$ cat src/rtl/wave_nco_core_if.sv
// Sample-engine bus: ROM read ports (A: wave/ECG, B: noise sine) and sample output toward the DAC stage.
// The master side is the core; the slave side is the ROM plus the downstream sink.
interface wave_nco_core_if #(
  parameter int unsigned DATA_W = 24,
  parameter int unsigned ADDR_W = 10
);
  logic        [ADDR_W:0]   rom_a_addr;
  logic        [DATA_W-1:0] rom_a_data;
  logic        [ADDR_W-1:0] rom_b_addr;
  logic        [DATA_W-1:0] rom_b_data;
  logic signed [DATA_W-1:0] sample;
  logic                     valid;

  modport master (
    output rom_a_addr, rom_b_addr, sample, valid,
    input  rom_a_data, rom_b_data
  );

  modport slave (
    input  rom_a_addr, rom_b_addr, sample, valid,
    output rom_a_data, rom_b_data
  );
endinterface

$ cat src/rtl/wave_nco_core.sv
// Sample-rate waveform engine: phase accumulators, ROM/synthesised waves, gain and saturation.
// Optional noise mixing is enabled by defining WAVE_NOISE_MIX_EN.
module wave_nco_core #(
  parameter int unsigned       DATA_W     = 24,
  parameter int unsigned       ADDR_W     = 10,
  parameter int unsigned       GAIN_W     = 4,
  parameter int unsigned       GAIN_SHIFT = 2,
  parameter logic [DATA_W-1:0] LFSR_SEED  = DATA_W'(24'h000001)
) (
  input  logic                     i_clk,
  input  logic                     i_rst,
  input  logic                     i_sample_en,
  input  logic [2:0]               i_sel_wave,
  input  logic [2:0]               i_sel_duty_cycle,
  input  logic [ADDR_W-1:0]        i_phase_step_wave,
  input  logic [ADDR_W-1:0]        i_phase_step_noise,
  input  logic signed [GAIN_W-1:0] i_gain_wave,
  input  logic signed [GAIN_W-1:0] i_gain_noise,
  input  logic                     i_add_noise,
  input  logic                     i_lfsr_sin,
  wave_nco_core_if.master          bus
);
  localparam int unsigned PROD_W = DATA_W + GAIN_W;
  localparam int unsigned EXT_W  = PROD_W + 1;
  localparam logic signed [DATA_W-1:0] S_MAX = {1'b0, {(DATA_W-1){1'b1}}};
  localparam logic signed [DATA_W-1:0] S_MIN = {1'b1, {(DATA_W-1){1'b0}}};

  typedef struct packed {
    logic [2:0]               sel;
    logic [2:0]               duty;
    logic signed [GAIN_W-1:0] gain_w;
    logic signed [GAIN_W-1:0] gain_n;
    logic                     add_noise;
    logic                     lfsr_sin;
  } cfg_t;

  function automatic logic signed [DATA_W-1:0] sat_w(input logic signed [EXT_W-1:0] x);
    if (x > EXT_W'(S_MAX)) return S_MAX;
    if (x < EXT_W'(S_MIN)) return S_MIN;
    return DATA_W'(x);
  endfunction

  function automatic logic signed [DATA_W-1:0] scale(input logic signed [DATA_W-1:0] raw,
                                                     input logic signed [GAIN_W-1:0] g);
    logic signed [PROD_W-1:0] prod;
    prod = PROD_W'(raw) * PROD_W'(g);
    return sat_w(EXT_W'(prod >>> GAIN_SHIFT));
  endfunction

  // Square thresholds are tabulated for a 1024-entry phase and rescaled to ADDR_W.
  function automatic logic [ADDR_W-1:0] duty_thr(input logic [2:0] d);
    int unsigned t;
    case (d)
      3'd0:    t = 102;
      3'd1:    t = 205;
      3'd2:    t = 256;
      3'd3:    t = 338;
      3'd4:    t = 512;
      3'd5:    t = 768;
      3'd6:    t = 819;
      default: t = 922;
    endcase
    return ADDR_W'((t << ADDR_W) >> 10);
  endfunction

  logic [ADDR_W-1:0]        acc_w, acc_n;
  logic [DATA_W-1:0]        lfsr, lfsr_next_c;
  cfg_t                     cfg_in_c;
  logic                     s1_valid, s2_valid, s3_valid;
  cfg_t                     s1_cfg, s2_cfg, s3_cfg;
  logic [ADDR_W-1:0]        s1_p_w, s1_p_n;
  logic [DATA_W-1:0]        s1_lfsr, s2_lfsr, s3_lfsr;
  logic [DATA_W-1:0]        synth_c, s2_synth, s3_synth;
  logic [ADDR_W-2:0]        fold_c;
  logic signed [DATA_W-1:0] raw_c, wave_c, mix_c;
  logic                     unused_ok;

  assign lfsr_next_c = {lfsr[DATA_W-2:0], lfsr[23] ^ lfsr[22] ^ lfsr[21] ^ lfsr[16]};

  always_comb begin
    cfg_in_c           = '0;
    cfg_in_c.sel       = i_sel_wave;
    cfg_in_c.duty      = i_sel_duty_cycle;
    cfg_in_c.gain_w    = i_gain_wave;
    cfg_in_c.gain_n    = i_gain_noise;
    cfg_in_c.add_noise = i_add_noise;
    cfg_in_c.lfsr_sin  = i_lfsr_sin;
  end

  // Synthesised shapes from the captured wave phase; triangle folds the upper half back down.
  always_comb begin
    synth_c = '0;
    fold_c  = s1_p_w[ADDR_W-2:0] ^ {(ADDR_W-1){s1_p_w[ADDR_W-1]}};
    case (s1_cfg.sel)
      3'b001: synth_c = (s1_p_w < duty_thr(s1_cfg.duty)) ? S_MAX : S_MIN;
      3'b010: synth_c = {~fold_c[ADDR_W-2], fold_c[ADDR_W-3:0], {(DATA_W-ADDR_W+1){1'b0}}};
      3'b011: synth_c = {~s1_p_w[ADDR_W-1], s1_p_w[ADDR_W-2:0], {(DATA_W-ADDR_W){1'b0}}};
      default: synth_c = '0;
    endcase
  end

  // Output stage: ROM data is valid this cycle; select, scale and optionally mix.
  always_comb begin
    raw_c = '0;
    case (s3_cfg.sel)
      3'b000, 3'b100:         raw_c = bus.rom_a_data;
      3'b001, 3'b010, 3'b011: raw_c = s3_synth;
      3'b110:                 raw_c = s3_lfsr;
      3'b111:                 raw_c = bus.rom_b_data;
      default:                raw_c = '0;
    endcase
    wave_c = scale(raw_c, s3_cfg.gain_w);
`ifdef WAVE_NOISE_MIX_EN
    mix_c = s3_cfg.add_noise
          ? sat_w(EXT_W'(wave_c) + EXT_W'(scale(s3_cfg.lfsr_sin ? bus.rom_b_data : s3_lfsr,
                                                 s3_cfg.gain_n)))
          : wave_c;
`else
    mix_c = wave_c;
`endif
  end

`ifdef WAVE_NOISE_MIX_EN
  assign unused_ok = ^{s3_cfg.duty};
`else
  assign unused_ok = ^{s3_cfg.duty, s3_cfg.gain_n, s3_cfg.add_noise, s3_cfg.lfsr_sin};
`endif

  // Three-stage pipeline; each stage loads only when its predecessor holds a live sample.
  always_ff @(posedge i_clk) begin
    if (i_rst) begin
      acc_w          <= '0;
      acc_n          <= '0;
      lfsr           <= LFSR_SEED;
      s1_valid       <= 1'b0;
      s2_valid       <= 1'b0;
      s3_valid       <= 1'b0;
      s1_cfg         <= '0;
      s2_cfg         <= '0;
      s3_cfg         <= '0;
      s1_p_w         <= '0;
      s1_p_n         <= '0;
      s1_lfsr        <= '0;
      s2_lfsr        <= '0;
      s3_lfsr        <= '0;
      s2_synth       <= '0;
      s3_synth       <= '0;
      bus.rom_a_addr <= '0;
      bus.rom_b_addr <= '0;
      bus.sample     <= '0;
      bus.valid      <= 1'b0;
    end else begin
      s1_valid <= i_sample_en;
      if (i_sample_en) begin
        acc_w   <= acc_w + i_phase_step_wave;
        acc_n   <= acc_n + i_phase_step_noise;
        lfsr    <= lfsr_next_c;
        s1_cfg  <= cfg_in_c;
        s1_p_w  <= acc_w;
        s1_p_n  <= acc_n;
        s1_lfsr <= lfsr;
      end
      s2_valid <= s1_valid;
      if (s1_valid) begin
        bus.rom_a_addr <= {s1_cfg.sel == 3'b100, s1_p_w};
        bus.rom_b_addr <= s1_p_n;
        s2_cfg         <= s1_cfg;
        s2_lfsr        <= s1_lfsr;
        s2_synth       <= synth_c;
      end
      s3_valid <= s2_valid;
      if (s2_valid) begin
        s3_cfg   <= s2_cfg;
        s3_lfsr  <= s2_lfsr;
        s3_synth <= s2_synth;
      end
      bus.valid <= s3_valid;
      if (s3_valid) bus.sample <= mix_c;
    end
  end
endmodule

$ cat src/flat_wrapper.sv
// flat-port wrapper written by rule: the top's interface ports become plain ports
module wave_nco_core_flat 
#(
  parameter int unsigned       DATA_W     = 24,
  parameter int unsigned       ADDR_W     = 10,
  parameter int unsigned       GAIN_W     = 4,
  parameter int unsigned       GAIN_SHIFT = 2,
  parameter logic [DATA_W-1:0] LFSR_SEED  = DATA_W'(24'h000001)
)
  (i_clk, i_rst, i_sample_en, i_sel_wave, i_sel_duty_cycle, i_phase_step_wave, i_phase_step_noise, i_gain_wave, i_gain_noise, i_add_noise, i_lfsr_sin, bus_rom_a_addr, bus_rom_b_addr, bus_sample, bus_valid, bus_rom_a_data, bus_rom_b_data);
  wave_nco_core_if #(.DATA_W(DATA_W), .ADDR_W(ADDR_W)) bus_i ();
  input  logic i_clk;
  input  logic i_rst;
  input  logic i_sample_en;
  input  logic [2:0] i_sel_wave;
  input  logic [2:0] i_sel_duty_cycle;
  input  logic [ADDR_W-1:0] i_phase_step_wave;
  input  logic [ADDR_W-1:0] i_phase_step_noise;
  input  logic signed [GAIN_W-1:0] i_gain_wave;
  input  logic signed [GAIN_W-1:0] i_gain_noise;
  input  logic i_add_noise;
  input  logic i_lfsr_sin;
  output wire logic [$bits(bus_i.rom_a_addr)-1:0] bus_rom_a_addr;
  output wire logic [$bits(bus_i.rom_b_addr)-1:0] bus_rom_b_addr;
  output wire logic [$bits(bus_i.sample)-1:0] bus_sample;
  output wire logic [$bits(bus_i.valid)-1:0] bus_valid;
  input wire logic [$bits(bus_i.rom_a_data)-1:0] bus_rom_a_data;
  input wire logic [$bits(bus_i.rom_b_data)-1:0] bus_rom_b_data;
  assign bus_rom_a_addr = bus_i.rom_a_addr;
  assign bus_rom_b_addr = bus_i.rom_b_addr;
  assign bus_sample = bus_i.sample;
  assign bus_valid = bus_i.valid;
  assign bus_i.rom_a_data = bus_rom_a_data;
  assign bus_i.rom_b_data = bus_rom_b_data;
  wave_nco_core #(.DATA_W(DATA_W), .ADDR_W(ADDR_W), .GAIN_W(GAIN_W), .GAIN_SHIFT(GAIN_SHIFT), .LFSR_SEED(LFSR_SEED)) u_core (.i_clk(i_clk), .i_rst(i_rst), .i_sample_en(i_sample_en), .i_sel_wave(i_sel_wave), .i_sel_duty_cycle(i_sel_duty_cycle), .i_phase_step_wave(i_phase_step_wave), .i_phase_step_noise(i_phase_step_noise), .i_gain_wave(i_gain_wave), .i_gain_noise(i_gain_noise), .i_add_noise(i_add_noise), .i_lfsr_sin(i_lfsr_sin), .bus(bus_i));
endmodule
$ cat config.mk
export PLATFORM = sky130hd
export DESIGN_NAME = wave_nco_core_flat
export DESIGN_NICKNAME = d
export VERILOG_FILES = /design/src/rtl/wave_nco_core_if.sv /design/src/rtl/wave_nco_core.sv /design/src/flat_wrapper.sv
export SDC_FILE = /design/constraint.sdc
export NUM_CORES = 1
export LEC_CHECK = 0
export CAP_MARGIN = 0
export CORE_ASPECT_RATIO = 0.75
export CORE_MARGIN = 1
export CORE_UTILIZATION = 56
export DETAILED_ROUTE_END_ITERATION = 8
export GPL_TIMING_DRIVEN = 0
export PLACE_DENSITY = 0.76
export RECOVER_POWER = 50
export SYNTH_ARGS = -nofsm -noshare
export SYNTH_HDL_FRONTEND = slang
export SYNTH_SLANG_ARGS = --single-unit
$ cat constraint.sdc
create_clock -name i_clk -period 6.8 [get_ports i_clk]
set_input_delay 1.36 -clock i_clk [delete_from_list [all_inputs] [get_ports i_clk]]
set_output_delay 1.36 -clock i_clk [all_outputs]
set_load 0.1 [all_outputs]
; Word-level counts from Yosys, hierarchy flattened
; Cells that the tools add are included.
[totals]
reg_bits = 257
output_inout_bits = 46
elab_cells = 68
[classes]
add_sub_neg = 2
n_mul = 1
magnitude_cmp = 3
eq_ne = 16
mux = 12
n_bitwise = 6
reduce_logical = 4
[ops]
columns = cell, n
row1 = 2-to-1 mux 24 bit, 5
row2 = one-hot mux 24 bit (4 select lines), 1
row3 = one-hot mux 24 bit (3 select lines), 1
row4 = one-hot mux 10 bit (7 select lines), 1
row5 = multiplier 24 x 4 -> 28 bit, 1
row6 = greater-than comparator 26 x 24 -> 1 bit (second input constant), 1
row7 = < comparator 26 x 24 -> 1 bit (second input constant), 1
row8 = equality test 3 bit (second input constant), 7
row9 = adder 10 bit, 2
row10 = equality test 3 x 2 -> 1 bit (second input constant), 6
row11 = < comparator 10 bit, 1
row12 = 2-to-1 mux 10 bit, 1
row13 = equality test 3 x 1 -> 1 bit (second input constant), 3
row14 = bitwise XOR 9 bit, 1
row15 = zero test 3 bit, 2
row16 = 2-to-1 mux 1 bit, 3
row17 = OR reduction 3 bit, 1
row18 = bitwise XOR 1 bit, 3
row19 = inverter 1 bit, 2
row20 = OR reduction 2 bit, 1

; Logic depth before layout (Yosys ltp)
[logic_depth]
depth_word = 9
mapped_depth = 27

; Least setup slack after synthesis
; OpenSTA, ideal clock, no wires.
[synth_path]
kind = input to register
from = in bus_rom_a_data[2]
to = reg u_core.bus.sample[15]
setup_ps = 81
arrival_ps = 5941
required_ps = 6719
slack_ps = 778
path_stages = 22
path_buffers = 1
cell_sequence = nor2b_1 -> a21oi_1 -> nor2_1 -> a211oi_1 -> nand2b_1 -> fa_1 -> fa_1 -> inv_1 -> fa_1 -> ha_1 -> inv_1 -> fa_1 -> inv_1 -> a21oi_1 -> o2111ai_1 -> a211oi_2 -> nor3_1 -> or3b_4 -> nand3_2 -> buf_2 -> o311ai_0 -> a211oi_2
[synth_via]
elab_chain_cells = 7
[synth_rtl]
columns = element, line
row1 = start: declaration, flat_wrapper.sv:27  ; input wire logic [$bits(bus_i.rom_a_data)-1:0] bus_rom_a_data;
row2 = one-hot mux 24 bit (4 select lines) (*), wave_nco_core.sv:105  ; case (s3_cfg.sel)
row3 = multiplier 24 x 4 -> 28 bit (*), wave_nco_core.sv:46  ; prod = PROD_W'(raw) * PROD_W'(g);
row4 = < comparator 26 x 24 -> 1 bit, wave_nco_core.sv:39  ; if (x < EXT_W'(S_MIN)) return S_MIN;
row5 = 2-to-1 mux 1 bit (2 in series), wave_nco_core.sv:39
row6 = 2-to-1 mux 24 bit, wave_nco_core.sv:40  ; return DATA_W'(x);
row7 = 2-to-1 mux 24 bit (*), wave_nco_core.sv:39
row8 = end signal: assignment, wave_nco_core.sv:178  ; if (s3_valid) bus.sample <= mix_c;
row9 = end: declaration, wave_nco_core_if.sv:15  ; output rom_a_addr, rom_b_addr, sample, valid,
; Every way passes the cells marked *; elsewhere a longest branch is shown, timed or not. The select of a mux whose other input is x is not followed.
; A chain may end at the register's enable or synchronous reset.

; Worst setup path after layout
; Same ends and word-level chain as after synthesis.

==> impl_metrics.yaml <==
grt:
  grt_pass1_vias: 9893
  grt_pass1_wl_um: 51450
  grt_overflow: 0
  grt_max_degree: 14
  grt.total_usage_pct: 27.57
  antenna_found_initial: 1
floorplanning:
  ios: 133
  die_h_um: 131.9
  coreArea_sq_um: 22050
  chipWidth_um: 175.2
  rows: 47
  dieArea_sq_um: 23120
  start_util_pct: 57.16
routing:
  num_vias: 10320
  vias_per_cell: 5.643
  dr.pass1.iters: 5
  highest_layer: "met4"
  antenna_left: 0
  post_drt_wl_per_cell_um: 17.42
  drc_errors: 0
  drt_wl_total_um: 31840
  wl_met2_um: 13900
  met1_length_um: 15690
  wl_met3_um: 1682
  first_iter_violations: 602
cts:
  clkLatencyLatePin_ns: 0.51
  clk_pin_slew_ns: 0.07
  cts_tree: "built"
  htree_levels: 1
  clk_path_buf_depth: 3
  cts_hold_buf: 0
  numCtsBuffers: 21
  cts_root_buf: "clkbuf_16"
  cts_num_sinks: 208
synthesis:
  synth_seq_cells: 208
  syn-cell-area_sq_um: 12600
  ys_types: 63
  syn_inst: 1371
  synth-compound-area-share_pct: 13.31
  async_reset_ff_share_pct: 0
  synth.area.mux_share_pct: 12.96
  syn_avg_cell_area_sq_um: 9.194
  synthSimpleGateAreaFrac_pct: 18.02
  synth_xor_area_share_pct: 3.047
  yosysTopAreaCell: "dfxtp_1"
  yosysWarnings: 0
  synth_fp_nets: 1587
  synth_area_leaders: "dfxtp_1, mux2i_1, fa_1"
  synth_top_family_by_area: "simple AND/OR/NAND/NOR gates"
  yosysSeqAreaShare_pct: 33.04
  synth_edf_count: 0
  yosysMostFrequentCell: "nor2_1"
  ys.flop_type: "dfxtp_1"
  synthAdderAreaFrac_pct: 15.84
  synth_top_area_share_pct: 33.04
  synth_common_cells: "nor2_1, dfxtp_1, mux2i_1, nor2b_1, ha_1"
worst_setup_path:
  crit_type: "input pin to flip-flop"
  startpoint_type: "input pin"
  cp_slowest_stage_delay_ns: 0.55
  crit_path_end_kind: "flip-flop"
  cp_cell_sequence: "clkdlybuf4s50_1 > nor2b_1 > a21oi_1 > nor2_1 > a211oi_2 > nand2b_1 > fa_1 > fa_1 > inv_1 > fa_1 > ha_1 > inv_1 > fa_1 > inv_1 > a21oi_1 > o2111ai_2 > a211oi_4 > nor3_1 > or3b_4 > nand3_2 > buf_2 > o311ai_0 > a211oi_2"
  worstPathArrival_ns: 7.07
  cp_common_cell: "fa_1"
  required_ns: 7.24
  critPathSlowestCell: "fa_1"
  cp_max_fo: 10
final_layout:
  syn2layout_area_growth_pct: 18.61
  diodes: 0
  fin_cells: 1828
  multi_input_comb_area_sq_um: 8001
  fin_nets: 1737
  drive_gt1_share_pct: 5.737
  fillers: 1823
  regArea_sq_um: 4164
sta:
  finClkSkew_ns: 0.02248
  fin_crit_ns: 6.633
  hold_violations: 0
  fmax_mhz: 150.8
  final-setup-viol-count: 0
  finalCritPeriodShare_pct: 97.55
  holdWs_ns: 0.4738
  max_slew_margin_pct: 33.53
  fin_setup_tns_ns: 0
  tightest_slew_ns: 0.9939
  slew_viol_final: 0
pwr:
  p_per_area_nw_per_um2: 189.0
  ir_drop_v: 0.0001435
  p_leak_nw: 6.476
placement:
  dpl.hpwl_um: 24280
  dpl.cell_count: 1791
  portBuffers: 126
  gp_congestion: 0.8912
hold_path:
  hold_class: "flip-flop to flip-flop"
job:
  drv_cap: 0
outcome:
  status: "finished, final reports clean"
## cells in the final DEF (no fill, tap or decap), types with 13 or more instances in the layout
cell / instances
clkbuf_16: 21
mux2i_1: 155
nand3_1: 13
a21oi_1: 70
and2_1: 25
xnor2_1: 28
inv_1: 40
o21ai_0: 29
a211oi_1: 15
dfxtp_1: 208
nor2b_1: 102
xor2_1: 14
a21o_1: 17
a211oi_2: 23
clkdlybuf4s50_1: 121
nor2_1: 216
clkbuf_1: 68
nand2_1: 65
ha_1: 78
fa_1: 51
## registers in the layout (all words and copies together), names as in the netlist
name / count
u_core.s1_valid: 1
u_core.bus.rom_a_addr: 11
u_core.bus.rom_b_addr: 10
u_core.s3_valid: 1
u_core.s1_cfg: 10
u_core.bus.valid: 1
u_core.s2_synth: 11
u_core.s1_lfsr: 24
u_core.s2_valid: 1
u_core.s3_synth: 11
u_core.s3_lfsr: 24
u_core.acc_w: 10
u_core.s2_lfsr: 24
u_core.bus.sample: 24
u_core.s1_p_w: 10
u_core.lfsr: 1
u_core.acc_n: 10
u_core.s3_cfg: 7
u_core.s1_p_n: 10
u_core.s2_cfg: 7
## stage by stage
step | utilization, % | power [mW] | area, sq um | setup WS (ns)
3_3_place_gp | 64.54 | 1.704 | 14230 | -0.4326
6_report | 67.80 | 2.826 | 14950 | 0.1666
2_1_floorplan | - | 1.579 | 12600 | 0.7776
5_1_grt | 67.80 | 2.928 | 14950 | -0.02053
4_1_cts | 67.57 | 2.841 | 14900 | 0.07052
3_5_place_dp | 64.54 | 1.713 | 14230 | -0.4298
## path summary, 6_finish.rpt
kind                                          start  cells after the start  slack, ns               endpoint
worst max-delay path              bus_rom_a_data[2]                     23       0.17  u_core.bus.sample[15]
worst min-delay path            u_core.s2_synth[13]                      2       0.47    u_core.s2_synth[13]
worst max register to register    u_core.s3_cfg[13]                     26       0.32  u_core.bus.sample[15]
worst min register to register  u_core.s2_synth[13]                      2       0.47    u_core.s2_synth[13]
## layout make-up
type,instances,share of cell area [%]
sequential,208,27.85
buffer,80,2.226
clock buffer,32,4.126
timing repair buffer,127,8.486
multi-input combinational,1043,53.52
inverter,40,1.004
clock inverter,4,0.3264
tap,294,2.460
## cell families after synthesis
family / count (synthesis)
AND/OR/NAND/NOR: 476
AO/OA/AOI/OAI: 233
flip-flops: 208
multiplexers: 162
adder cells (fa/ha/maj): 129
buffers and inverters: 120
XOR/XNOR: 43
## critical path: cells and delay by family
kind                       cells  cell delay [ns]
AOI/OAI and AO/OA              7             1.87
buffers and inverters          5             0.84
and+or+nand+nor                6             1.09
adders and majority gates      5             1.92
## what timing repair did
action,4_1_cts,5_1_grt
hold endpoints to repair,0,0
pin swaps,0,1
endpoints found under the setup margin,1,23
gates resized for setup,1,13
setup buffers,0,1
## where the power goes
part           total [mW]  switching (mW)  internal (mW)  leakage (nW)
sequential           1.29          0.0326           1.26          1.69
combinational       0.405           0.235          0.170          4.46
clock                1.13           0.471          0.661         0.328
## routing by layer
| layer | vias up | track usage [%] |
|---|---|---|
| li1 | 5011 | - |
| met1 | 4970 | 41.23 |
| met2 | 296 | 42.75 |
| met3 | 39 | 3.028 |
| met4 | 0 | 5.894 |
| met5 | - | 0 |
Power figures use the tool's default switching activity.
